[src/rtl/clkctrl_pkg.sv]
// Shared types for the core clock/reset sequencer.
package clkctrl_pkg;

  typedef enum logic [1:0] {
    RESET = 2'd0,
    RUN   = 2'd1,
    STEP  = 2'd2,
    HALT  = 2'd3
  } clk_state_t;

  // Plain-vector encodings for the state register
  localparam logic [1:0] S_RESET = 2'(RESET);
  localparam logic [1:0] S_RUN   = 2'(RUN);
  localparam logic [1:0] S_STEP  = 2'(STEP);
  localparam logic [1:0] S_HALT  = 2'(HALT);

endpackage

[src/rtl/core_clock_ctrl_if.sv]
// Control/status bundle between the board-level logic and the core clock sequencer.
interface core_clock_ctrl_if #(
  parameter int unsigned DIV_W = 8,
  parameter int unsigned CNT_W = 32
);
  import clkctrl_pkg::*;

  logic             key_rst_n;
  logic             key_step_n;
  logic             run_mode;
  logic [DIV_W-1:0] div_sel;
  logic             clkbreak;
  logic             rst_req;

  logic             core_rst;
  logic             core_tick;
  logic             core_clk;
  clk_state_t       state;
  logic [CNT_W-1:0] tick_count;

  modport master (
    output key_rst_n, key_step_n, run_mode, div_sel, clkbreak, rst_req,
    input  core_rst, core_tick, core_clk, state, tick_count
  );

  modport slave (
    input  key_rst_n, key_step_n, run_mode, div_sel, clkbreak, rst_req,
    output core_rst, core_tick, core_clk, state, tick_count
  );

endinterface

[src/rtl/button_debounce.sv]
// Synchronises an active-low push button and debounces it; reports the held
// level and a one-cycle pulse on each accepted press.
module button_debounce #(
  parameter int unsigned DEB_CYCLES = 500000
) (
  input  logic clk50,
  input  logic rst,
  input  logic btn_n,
  output logic pressed,
  output logic press_pulse
);

  localparam int unsigned CW = (DEB_CYCLES > 1) ? $clog2(DEB_CYCLES) : 1;
  localparam logic [CW-1:0] CNT_LAST = CW'(DEB_CYCLES - 1);

  logic [1:0]    sync_q;
  logic [CW-1:0] cnt_q, cnt_d;
  logic          pressed_q, pressed_d;
  logic          pulse_q, pulse_d;
  logic          sample_c;

  // Two-flop synchroniser; idles at "released"
  always_ff @(posedge clk50 or posedge rst) begin
    if (rst) sync_q <= 2'b11;
    else     sync_q <= {sync_q[0], btn_n};
  end

  assign sample_c = ~sync_q[1];

  // Accept a new level only after DEB_CYCLES consecutive differing samples
  always_comb begin
    cnt_d     = cnt_q;
    pressed_d = pressed_q;
    pulse_d   = 1'b0;
    if (sample_c == pressed_q) begin
      cnt_d = '0;
    end else if (cnt_q == CNT_LAST) begin
      cnt_d     = '0;
      pressed_d = sample_c;
      pulse_d   = sample_c;
    end else begin
      cnt_d = cnt_q + CW'(1);
    end
  end

  always_ff @(posedge clk50 or posedge rst) begin
    if (rst) begin
      cnt_q     <= '0;
      pressed_q <= 1'b0;
      pulse_q   <= 1'b0;
    end else begin
      cnt_q     <= cnt_d;
      pressed_q <= pressed_d;
      pulse_q   <= pulse_d;
    end
  end

  assign pressed     = pressed_q;
  assign press_pulse = pulse_q;

endmodule

[src/rtl/core_clock_ctrl.sv]
// Clock-enable and reset sequencer for the CPU core, entirely in the clk50 domain.
// Generates divided/single-step ticks, halt-on-break and a stretched core reset.
module core_clock_ctrl
  import clkctrl_pkg::*;
#(
  parameter int unsigned DIV_W      = 8,
  parameter int unsigned POR_CYCLES = 33554432,
  parameter int unsigned DEB_CYCLES = 500000,
  parameter int unsigned CNT_W      = 32
) (
  input logic              clk50,
  input logic              rst,
  core_clock_ctrl_if.slave bus
);

  localparam int unsigned     POR_W   = $clog2(POR_CYCLES + 1);
  localparam logic [POR_W-1:0] POR_MAX = POR_W'(POR_CYCLES);

  logic [1:0]       run_sync_q;
  logic             run_mode_s;
  logic             key_rst_held, key_rst_press;
  logic             step_held, step_press;

  logic [1:0]       state_q, state_d;
  logic [POR_W-1:0] por_cnt_q, por_cnt_d;
  logic             core_rst_q, core_rst_d;
  logic [DIV_W-1:0] div_cnt_q, div_cnt_d;
  logic             core_tick_q;
  logic             core_clk_q, core_clk_d;
  logic [CNT_W-1:0] tick_count_q, tick_count_d;

  logic             rst_src_c;
  logic             div_hit_c;
  logic             brk_c;
  logic             tick_c;

  // Run/step switch crosses in through a plain two-flop synchroniser
  always_ff @(posedge clk50 or posedge rst) begin
    if (rst) run_sync_q <= 2'b00;
    else     run_sync_q <= {run_sync_q[0], bus.run_mode};
  end

  assign run_mode_s = run_sync_q[1];

  button_debounce #(.DEB_CYCLES(DEB_CYCLES)) u_deb_rst (
    .clk50       (clk50),
    .rst         (rst),
    .btn_n       (bus.key_rst_n),
    .pressed     (key_rst_held),
    .press_pulse (key_rst_press)
  );

  button_debounce #(.DEB_CYCLES(DEB_CYCLES)) u_deb_step (
    .clk50       (clk50),
    .rst         (rst),
    .btn_n       (bus.key_step_n),
    .pressed     (step_held),
    .press_pulse (step_press)
  );

  // Reset stretch and free-running divider
  always_comb begin
    rst_src_c = bus.rst_req | key_rst_held | key_rst_press;

    por_cnt_d = por_cnt_q;
    if (rst_src_c)                 por_cnt_d = '0;
    else if (por_cnt_q != POR_MAX) por_cnt_d = por_cnt_q + POR_W'(1);
    core_rst_d = (por_cnt_d != POR_MAX);

    // Compare is live, so a shrunken div_sel below the count rolls over at all-ones
    div_hit_c = (div_cnt_q == bus.div_sel);
    div_cnt_d = div_hit_c ? '0 : div_cnt_q + DIV_W'(1);
  end

  // Next-state and tick selection
  always_comb begin
    state_d = state_q;
    tick_c  = 1'b0;
    brk_c   = bus.clkbreak & core_tick_q;

    case (state_q)
      S_RESET: begin
        tick_c = div_hit_c;
        if (!core_rst_d) state_d = run_mode_s ? S_RUN : S_STEP;
      end
      S_RUN: begin
        // The tick the core is breaking on is already out; hold back the next one
        tick_c = div_hit_c & ~brk_c;
        if (brk_c)            state_d = S_HALT;
        else if (!run_mode_s) state_d = S_STEP;
      end
      S_STEP: begin
        tick_c = step_press;
        if (run_mode_s) state_d = S_RUN;
      end
      S_HALT: begin
        tick_c = step_press;
        if (!run_mode_s)        state_d = S_STEP;
        else if (!bus.clkbreak) state_d = S_RUN;
      end
      default: state_d = S_RESET;
    endcase

    if (rst_src_c) state_d = S_RESET;

    core_clk_d   = core_clk_q ^ tick_c;
    tick_count_d = (state_d == S_RESET) ? '0 : tick_count_q + CNT_W'(tick_c);
  end

  always_ff @(posedge clk50 or posedge rst) begin
    if (rst) state_q <= S_RESET;
    else     state_q <= state_d;
  end

  always_ff @(posedge clk50 or posedge rst) begin
    if (rst) begin
      por_cnt_q    <= '0;
      core_rst_q   <= 1'b1;
      div_cnt_q    <= '0;
      core_tick_q  <= 1'b0;
      core_clk_q   <= 1'b0;
      tick_count_q <= '0;
    end else begin
      por_cnt_q    <= por_cnt_d;
      core_rst_q   <= core_rst_d;
      div_cnt_q    <= div_cnt_d;
      core_tick_q  <= tick_c;
      core_clk_q   <= core_clk_d;
      tick_count_q <= tick_count_d;
    end
  end

  assign bus.core_rst   = core_rst_q;
  assign bus.core_tick  = core_tick_q;
  assign bus.core_clk   = core_clk_q;
  assign bus.state      = clk_state_t'(state_q);
  assign bus.tick_count = tick_count_q;

endmodule

[src/flat_wrapper.sv]
// flat-port wrapper written by rule: the top's interface ports become plain ports
module core_clock_ctrl_flat import clkctrl_pkg::*;
#(
  parameter int unsigned DIV_W      = 8,
  parameter int unsigned POR_CYCLES = 33554432,
  parameter int unsigned DEB_CYCLES = 500000,
  parameter int unsigned CNT_W      = 32
)
  (clk50, rst, bus_key_rst_n, bus_key_step_n, bus_run_mode, bus_div_sel, bus_clkbreak, bus_rst_req, bus_core_rst, bus_core_tick, bus_core_clk, bus_state, bus_tick_count);
  core_clock_ctrl_if #(.DIV_W(DIV_W), .CNT_W(CNT_W)) bus_i ();
  input logic clk50;
  input logic rst;
  input wire logic [$bits(bus_i.key_rst_n)-1:0] bus_key_rst_n;
  input wire logic [$bits(bus_i.key_step_n)-1:0] bus_key_step_n;
  input wire logic [$bits(bus_i.run_mode)-1:0] bus_run_mode;
  input wire logic [$bits(bus_i.div_sel)-1:0] bus_div_sel;
  input wire logic [$bits(bus_i.clkbreak)-1:0] bus_clkbreak;
  input wire logic [$bits(bus_i.rst_req)-1:0] bus_rst_req;
  output wire logic [$bits(bus_i.core_rst)-1:0] bus_core_rst;
  output wire logic [$bits(bus_i.core_tick)-1:0] bus_core_tick;
  output wire logic [$bits(bus_i.core_clk)-1:0] bus_core_clk;
  output wire logic [$bits(bus_i.state)-1:0] bus_state;
  output wire logic [$bits(bus_i.tick_count)-1:0] bus_tick_count;
  assign bus_i.key_rst_n = bus_key_rst_n;
  assign bus_i.key_step_n = bus_key_step_n;
  assign bus_i.run_mode = bus_run_mode;
  assign bus_i.div_sel = bus_div_sel;
  assign bus_i.clkbreak = bus_clkbreak;
  assign bus_i.rst_req = bus_rst_req;
  assign bus_core_rst = bus_i.core_rst;
  assign bus_core_tick = bus_i.core_tick;
  assign bus_core_clk = bus_i.core_clk;
  assign bus_state = bus_i.state;
  assign bus_tick_count = bus_i.tick_count;
  core_clock_ctrl #(.DIV_W(DIV_W), .POR_CYCLES(POR_CYCLES), .DEB_CYCLES(DEB_CYCLES), .CNT_W(CNT_W)) u_core (.clk50(clk50), .rst(rst), .bus(bus_i));
endmodule
[config.mk]
export PLATFORM = sky130hd
export DESIGN_NAME = core_clock_ctrl_flat
export DESIGN_NICKNAME = d
export VERILOG_FILES = /design/src/rtl/clkctrl_pkg.sv /design/src/rtl/core_clock_ctrl_if.sv /design/src/rtl/button_debounce.sv /design/src/rtl/core_clock_ctrl.sv /design/src/flat_wrapper.sv
export SDC_FILE = /design/constraint.sdc
export NUM_CORES = 1
export LEC_CHECK = 0
export CORE_MARGIN = 2
export CORE_UTILIZATION = 60
export DETAILED_ROUTE_END_ITERATION = 10
export PLACE_DENSITY = 0.91
export SETUP_SLACK_MARGIN = 0.3
export SYNTH_ARGS = -nofsm -noshare
export SYNTH_HDL_FRONTEND = slang
export SYNTH_HIERARCHICAL = 1
export SYNTH_SLANG_ARGS = --single-unit
export TNS_END_PERCENT = 50
[constraint.sdc]
create_clock -name clk50 -period 5.55 [get_ports clk50]
set_input_delay 1.665 -clock clk50 [delete_from_list [all_inputs] [get_ports clk50]]
set_output_delay 1.665 -clock clk50 [all_outputs]
set_load 0.02 [all_outputs]
# ---- After elaboration in Yosys (flattened, before gate mapping)
# Index checks and enable logic that the tools add are counted.
dict set report word_totals {
  register_bits 119
  inputBits 15
  output_inout_bits 37
  elab_cells 68
}
dict set report classes {
  add_sub_neg 5
  n_eq_ne 10
  mux 22
  bitwise_logic 10
  n_reduce_logical 5
}
# cell n
set op_table {}
lappend op_table {{19-bit two-way mux} 4}
lappend op_table {{26-bit two-way mux} 2}
lappend op_table {{26-bit != test, second input constant} 2}
lappend op_table {{19-bit by 1-bit adder with 19-bit output, second input constant} 2}
lappend op_table {{19-bit equality test, second input constant} 2}
lappend op_table {{32-bit by 1-bit adder with 32-bit output} 1}
lappend op_table {{32-bit two-way mux} 1}
lappend op_table {{26-bit by 1-bit adder with 26-bit output, second input constant} 1}
lappend op_table {{2-bit two-way mux} 8}
lappend op_table {{8-bit by 1-bit adder with 8-bit output, second input constant} 1}
lappend op_table {{8-bit equality test} 1}
lappend op_table {{8-bit two-way mux} 1}
lappend op_table {{2-bit case mux with 4 select lines} 1}
lappend op_table {{1-bit NOT} 5}
lappend op_table {{2-bit equality test, second input constant} 2}
lappend op_table {{2-bit zero test} 2}
lappend op_table {{1-bit two-way mux} 4}
lappend op_table {{2-bit AND reduction} 2}
lappend op_table {{1-bit case mux with 3 select lines} 1}
lappend op_table {{1-bit AND} 2}
lappend op_table {{1-bit equality test} 2}
lappend op_table {{2-bit by 1-bit equality test with 1-bit output, second input constant} 1}
lappend op_table {{1-bit OR} 2}
lappend op_table {{2-bit OR reduction} 1}
lappend op_table {{1-bit XOR} 1}

# ---- Logic depth before layout (Yosys ltp)
dict set report depth {
  depth_word 9
  depth_mapped 15
  ltp_nobuf 14
}

# ---- Hierarchy
# Netlist, hierarchy kept.
# module n_inst cells_per_inst area_per_inst_um2 seq_area_each_um2
set modules_own_cells {}
lappend modules_own_cells {core_clock_ctrl 1 466 4286.6 1828.0}
lappend modules_own_cells {button_debounce 2 108 1137.3 578.1}

# ---- Worst setup path after synthesis
# OpenSTA, ideal clock, no wires.
dict set report synth_path {
  path_type {input -> register}
  from {input bus_div_sel[4]}
  to {register u_core.tick_count_q[30] (netlist: u_core/bus.tick_count[30])}
  setup_ns 0.073
  arrival_time_ns 4.658
  required_time_ns 5.477
  setup_slack_ns 0.819
  stages 15
  path_buffers 1
  path_cell_list {xnor2_1 -> nand4_1 -> nor2_1 -> nand2_1 -> o21ai_0 -> ha_1 -> ha_1 -> nand4_1 -> nor3_2 -> and3_1 -> clkbuf_1 -> or3b_2 -> xnor2_1 -> nand2_1 -> a21oi_2}
}
dict set report synth_between {
  elab_chain_cells 5
}
# element line_no
set synth_rtl {}
lappend synth_rtl {{from (decl)} flat_wrapper.sv:16} ;# input wire logic [$bits(bus_i.div_sel)-1:0] bus_div_sel;
lappend synth_rtl {{8-bit equality test *} core_clock_ctrl.sv:71} ;# div_hit_c = (div_cnt_q == bus.div_sel);
lappend synth_rtl {{1-bit AND} core_clock_ctrl.sv:88} ;# tick_c = div_hit_c & ~brk_c;
lappend synth_rtl {{1-bit case mux with 3 select lines *} core_clock_ctrl.sv:81} ;# case (state_q)
lappend synth_rtl {{net u_core.tick_c} core_clock_ctrl.sv:35} ;# logic tick_c;
lappend synth_rtl {{32-bit by 1-bit adder with 32-bit output *} core_clock_ctrl.sv:107} ;# tick_count_d = (state_d == S_RESET) ? '0 : tick_count_q + CNT_W'(tick_c);
lappend synth_rtl {{32-bit two-way mux *} core_clock_ctrl.sv:107}
lappend synth_rtl {{net u_core.tick_count_d[30]} core_clock_ctrl.sv:30} ;# logic [CNT_W-1:0] tick_count_q, tick_count_d;
lappend synth_rtl {{to (signal assigned)} core_clock_ctrl.sv:129} ;# tick_count_q <= tick_count_d;
lappend synth_rtl {{to (decl)} core_clock_ctrl.sv:30}
# Mark *: on every way through the listed nets, which the timed path passes. The rest lies on a longest branch.
# A chain may end at the register's enable or synchronous reset.

# ---- Worst setup path after layout
dict set report layout_path {
  from {input bus_div_sel[6]}
  to {register u_core.tick_count_q[30] (netlist: u_core/bus.tick_count[30])}
}
# Same word-level chain as after synthesis.

==> results.txt <==
- Count of antenna diodes in the layout: 0
- Setup violations remaining at the end of the flow were counted as 0.
- Wire length of the first global-routing pass: 25.63 mm
* Root Buffer Master: sky130_fd_sc_hd__clkbuf_8
* Net count after synthesis: 704
- Power density of the placed cells: 284.3 nW/um^2
- Total power for the finished layout comes to 2.188 mW.
* Crit path capture: u_core/bus.tick_count[30]
- Max Clock Freq: slightly above 0.2 GHz
* CP Launch Point: bus_div_sel[6]
- DRC violation total after the first TritonRoute iteration: between 400 and 500
* All-layer global routing usage: about 28%
- After floorplanning, the core was divided into 38 placement rows.
- RSZ-0062 raised after global routing: false
- Distinct cells, synth: 61
- For this design, the sink count on the clock tree is 119.
* Required arrival time at the worst endpoint: 5990 ps
* Worst vdd ir: 0.1876 mV
- Post-synthesis average cell area: 9.621 um^2
* Die Span X: between 100 and 150 um
- In the synthesized netlist, the number of instances is roughly 680.
* Effective utilization at floorplan: roughly three fifths
- Total number of H-tree levels: 4
* CP top delay family: simple AND/OR/NAND/NOR gates
- The worst setup path is captured at a flop.
- DRT Pass-1 Iters: 8
- Timing analysis after detailed placement gives a worst setup slack of 261.6 ps.
- Hpwl dp: 10.15 mm
- Slew Viols, Final: 0
- Clock-pin slew of the registers on the worst-case setup and hold paths: 50 ps
- Signal arrival time at the worst endpoint: 5390 ps
- In this design, the stage delay of the slowest critical-path cell is ~480 ps.
- The number of hold buffers added after CTS was 0.
* Number of clock buffers inserted by TritonCTS: 17
- Critical R2R Launch: u_core/div_cnt_q[3]
* Combined buffer and inverter count along the critical path: 1
- # placed instances: 850
- The critical path in this run is classified as primary input to flop.
- Non-Filler Instances: slightly below 900
* Final worst path period share: a little under 90%
- Vias: 5364
- In this run the tool buffered the top-level ports with 51 buffer cells.
* Slowest cell on the critical path: sky130_fd_sc_hd__clkdlybuf4s50_1
* Dominant register cell in the synthesized netlist: sky130_fd_sc_hd__dfrtp_1
- Netlist Area Pre-Place: 6561 um^2
- The endpoint identified for the worst register-to-register timing path is u_core/bus.tick_count[30].
* Placement Cell Area: 7106 um^2
- Die Area: 11790 um^2
- The count of nets left with antenna violations once routing finished came out at 0.
* R2R cell count: 14
- Wirelength, routed: 15.12 mm
* Initial antenna violation count: 0
- The number of global-route vias before repair is 5335.
* Final min period: 4944 ps
- TritonCTS built the clock tree.
- Non-Filler Cell Area, Final: between 7000 and 8000 um^2
- The clock arrives with 5.318 ps of skew.
- Peak fanout along the critical path: 6
- Min setup slack post-route: 606.4 ps
- Clock latency on the worst-skew pair, taken at its later pin, is 520 ps.
- Counting flops with a built-in enable in the synthesized netlist gives 0.
- Post-synth ARST share: 100.0%
- Final Hold Vio Count: 0
* Ports: 52
- Maximum clock path buffer count: 2
- After global routing the overflow that remains totals 0.
- Setup repair bufs after CTS: 0
- Synthesis Warnings: 6
* Number of max-capacitance violations reported: 0
- The floorplan step defined a core boundary enclosing between 10000 and 15000 um^2.
- The min-delay analysis places its worst path in the category flop to flop.
- Using the TritonRoute via totals, the vias-per-cell ratio works out to 6.082.
* Nets: ~750
* Run status: finished, final reports clean
* Leakage: 3.145 nW
- The critical path crosses 15 cells after its start point.
* Actual transition at the worst max-transition pin: around 1100 ps
* Worst-case headroom to the max-slew limit: 25.96%
* Area added between synthesis and finish: 17.30%
- For this run, design rule violations remaining after detail routing come to 0.
- Total of cells resized after clock tree synthesis: 0
* Flip-flop and latch count after synthesis: 119
- Worst reg2reg setup slack: 1780 ps
- In the final layout, the share of cells above drive strength 1 is 10.65%.
* CP Cell Sequence: clkdlybuf4s50_1 > xnor2_1 > nand4_1 > nor2_1 > nand2_1 > o21ai_0 > ha_1 > ha_1 > nand4_1 > nor3_2 > and3_1 > or3b_2 > xnor2_1 > nand2_1 > a21oi_2
* Post-Route Setup TNS: 0 ps
- Detail-routed net length per standard cell: 17.15 um
- Number of filler instances in the final layout: 755
- Entering global routing, the biggest net connects 38 pins.
- Fraction of the yosys area taken by sequential cells: 45.48%
* CP Launch Type: primary input
- At the end of routability-driven placement, the weighted congestion stood at 0.8812.
- Vertical die dimension: about 110 um
==> report_power, final <==
part | leakage (nW) | total, mW | switching (mW) | internal (mW)
Clock | 0.285 | 1.09 | 0.373 | 0.717
Combinational | 1.24 | 0.148 | 0.0807 | 0.0678
Sequential | 1.62 | 0.949 | 0.0442 | 0.905
==> sequential cells by signal, summed over array words and instances, names as in the netlist <==
name / cells
u_core/bus.core_clk: 1
u_core/bus.core_rst: 1
u_core/bus.core_tick: 1
u_core/bus.state: 2
u_core/bus.tick_count: 32
u_core/div_cnt_q: 8
u_core/por_cnt_q: 26
u_core/run_sync_q: 2
u_core/u_deb_rst/cnt_q: 19
u_core/u_deb_rst/press_pulse: 1
u_core/u_deb_rst/pressed: 1
u_core/u_deb_rst/sync_q: 2
u_core/u_deb_step/cnt_q: 19
u_core/u_deb_step/press_pulse: 1
u_core/u_deb_step/pressed: 1
u_core/u_deb_step/sync_q: 2
==> cell usage after synthesis, types with 10 or more instances <==
master                       n  area (um^2)
sky130_fd_sc_hd__xnor2_1    67        586.8
sky130_fd_sc_hd__nand3_1    40        200.2
sky130_fd_sc_hd__nor3_1     21        105.1
sky130_fd_sc_hd__o21ai_0    23        115.1
sky130_fd_sc_hd__nor2_1     81        304.0
sky130_fd_sc_hd__clkbuf_1   10        37.54
sky130_fd_sc_hd__and3_1     12        75.07
sky130_fd_sc_hd__a21oi_1    39        195.2
sky130_fd_sc_hd__nand4_1    21        131.4
sky130_fd_sc_hd__inv_1      19        71.32
sky130_fd_sc_hd__nor4_1     19        118.9
sky130_fd_sc_hd__nand2_1    61        229.0
sky130_fd_sc_hd__xor2_1     23        201.4
sky130_fd_sc_hd__dfrtp_1   114         2853
==> worst min-delay path by stage <==
stage	start	endpoint	slack, ps	depth (start not counted)
2_1_floorplan	u_core/run_sync_q[0]	u_core/run_sync_q[1]	330	0
3_3_place_gp	u_core/u_deb_step/sync_q[0]	u_core/u_deb_step/sync_q[1]	350	0
3_5_place_dp	u_core/run_sync_q[0]	u_core/run_sync_q[1]	340	0
4_1_cts	u_core/run_sync_q[0]	u_core/run_sync_q[1]	350	0
5_1_grt	u_core/u_deb_step/sync_q[0]	u_core/u_deb_step/sync_q[1]	360	0
6_report	u_core/run_sync_q[0]	u_core/run_sync_q[1]	350	0
==> cell families (layout without fill, tap and decap cells) <==
group | after synthesis | count (layout) | synth area share [%]
xor+xnor | 90 | 90 | 12.01
fa+ha+maj | 7 | 7 | 1.335
mux | 7 | 7 | 1.068
flops | 119 | 119 | 45.48
simple gates | 315 | 315 | 27.08
buf+inv | 48 | 108 | 4.043
compound gates | 96 | 96 | 8.982
==> worst register-to-register path, stage by stage, from the launching register on <==
cell	delay (ps)
sky130_fd_sc_hd__dfrtp_1	420
sky130_fd_sc_hd__xnor2_1	180
sky130_fd_sc_hd__nand4_1	100
sky130_fd_sc_hd__nor2_1	260
sky130_fd_sc_hd__nand2_1	90
sky130_fd_sc_hd__o21ai_0	250
sky130_fd_sc_hd__ha_1	290
sky130_fd_sc_hd__ha_1	260
sky130_fd_sc_hd__nand4_1	230
sky130_fd_sc_hd__nor3_2	430
sky130_fd_sc_hd__and3_1	350
sky130_fd_sc_hd__or3b_2	480
sky130_fd_sc_hd__xnor2_1	140
sky130_fd_sc_hd__nand2_1	70
sky130_fd_sc_hd__a21oi_2	140
==> cell type report <==
cell class              count  area, um^2  share of cell area [%]
inverters                  19       71.32                  0.9267
well taps                 140       175.2                   2.276
clock buffers              24       470.5                   6.113
repair buffers             57       555.5                   7.218
flip-flops and latches    119        2984                   38.77
multi-input cells         515        3319                   43.13
clock inverters             8       120.1                   1.561
==> cell usage in the layout, fill, tap and decap left out, types with 16 or more instances in the layout <==
cell type,Yosys,final
sky130_fd_sc_hd__a21oi_1,39,39
sky130_fd_sc_hd__clkbuf_16,0,16
sky130_fd_sc_hd__clkdlybuf4s50_1,0,51
sky130_fd_sc_hd__dfrtp_1,114,114
sky130_fd_sc_hd__inv_1,19,18
sky130_fd_sc_hd__nand2_1,61,61
sky130_fd_sc_hd__nand3_1,40,40
sky130_fd_sc_hd__nand4_1,21,21
sky130_fd_sc_hd__nor2_1,81,81
sky130_fd_sc_hd__nor3_1,21,21
sky130_fd_sc_hd__nor4_1,19,19
sky130_fd_sc_hd__o21ai_0,23,23
sky130_fd_sc_hd__xnor2_1,67,67
sky130_fd_sc_hd__xor2_1,23,23
==> metal layers <==
metal / up-vias / part of all wire (%) / GRT usage [%]
met5: - / 0 / 0
met4: 0 / 2.0 / 11.81
met3: 32 / 6.4 / 6.872
met2: 219 / 50 / 44.78
met1: 2613 / 41 / 35.14
li1: 2500 / - / -
==> per-stage QoR <==
| stage | hold WS, ps | utilization [%] |
|---|---|---|
| 6_report | 347.0 | 71.62 |
| 5_1_grt | 358.0 | 71.62 |
| 4_1_cts | 346.2 | 71.62 |
| 3_5_place_dp | 335.5 | 66.13 |
| 3_3_place_gp | 347.6 | 66.13 |
| 2_1_floorplan | 331.2 | - |
Note: power is estimated with default switching activity, not from simulation.
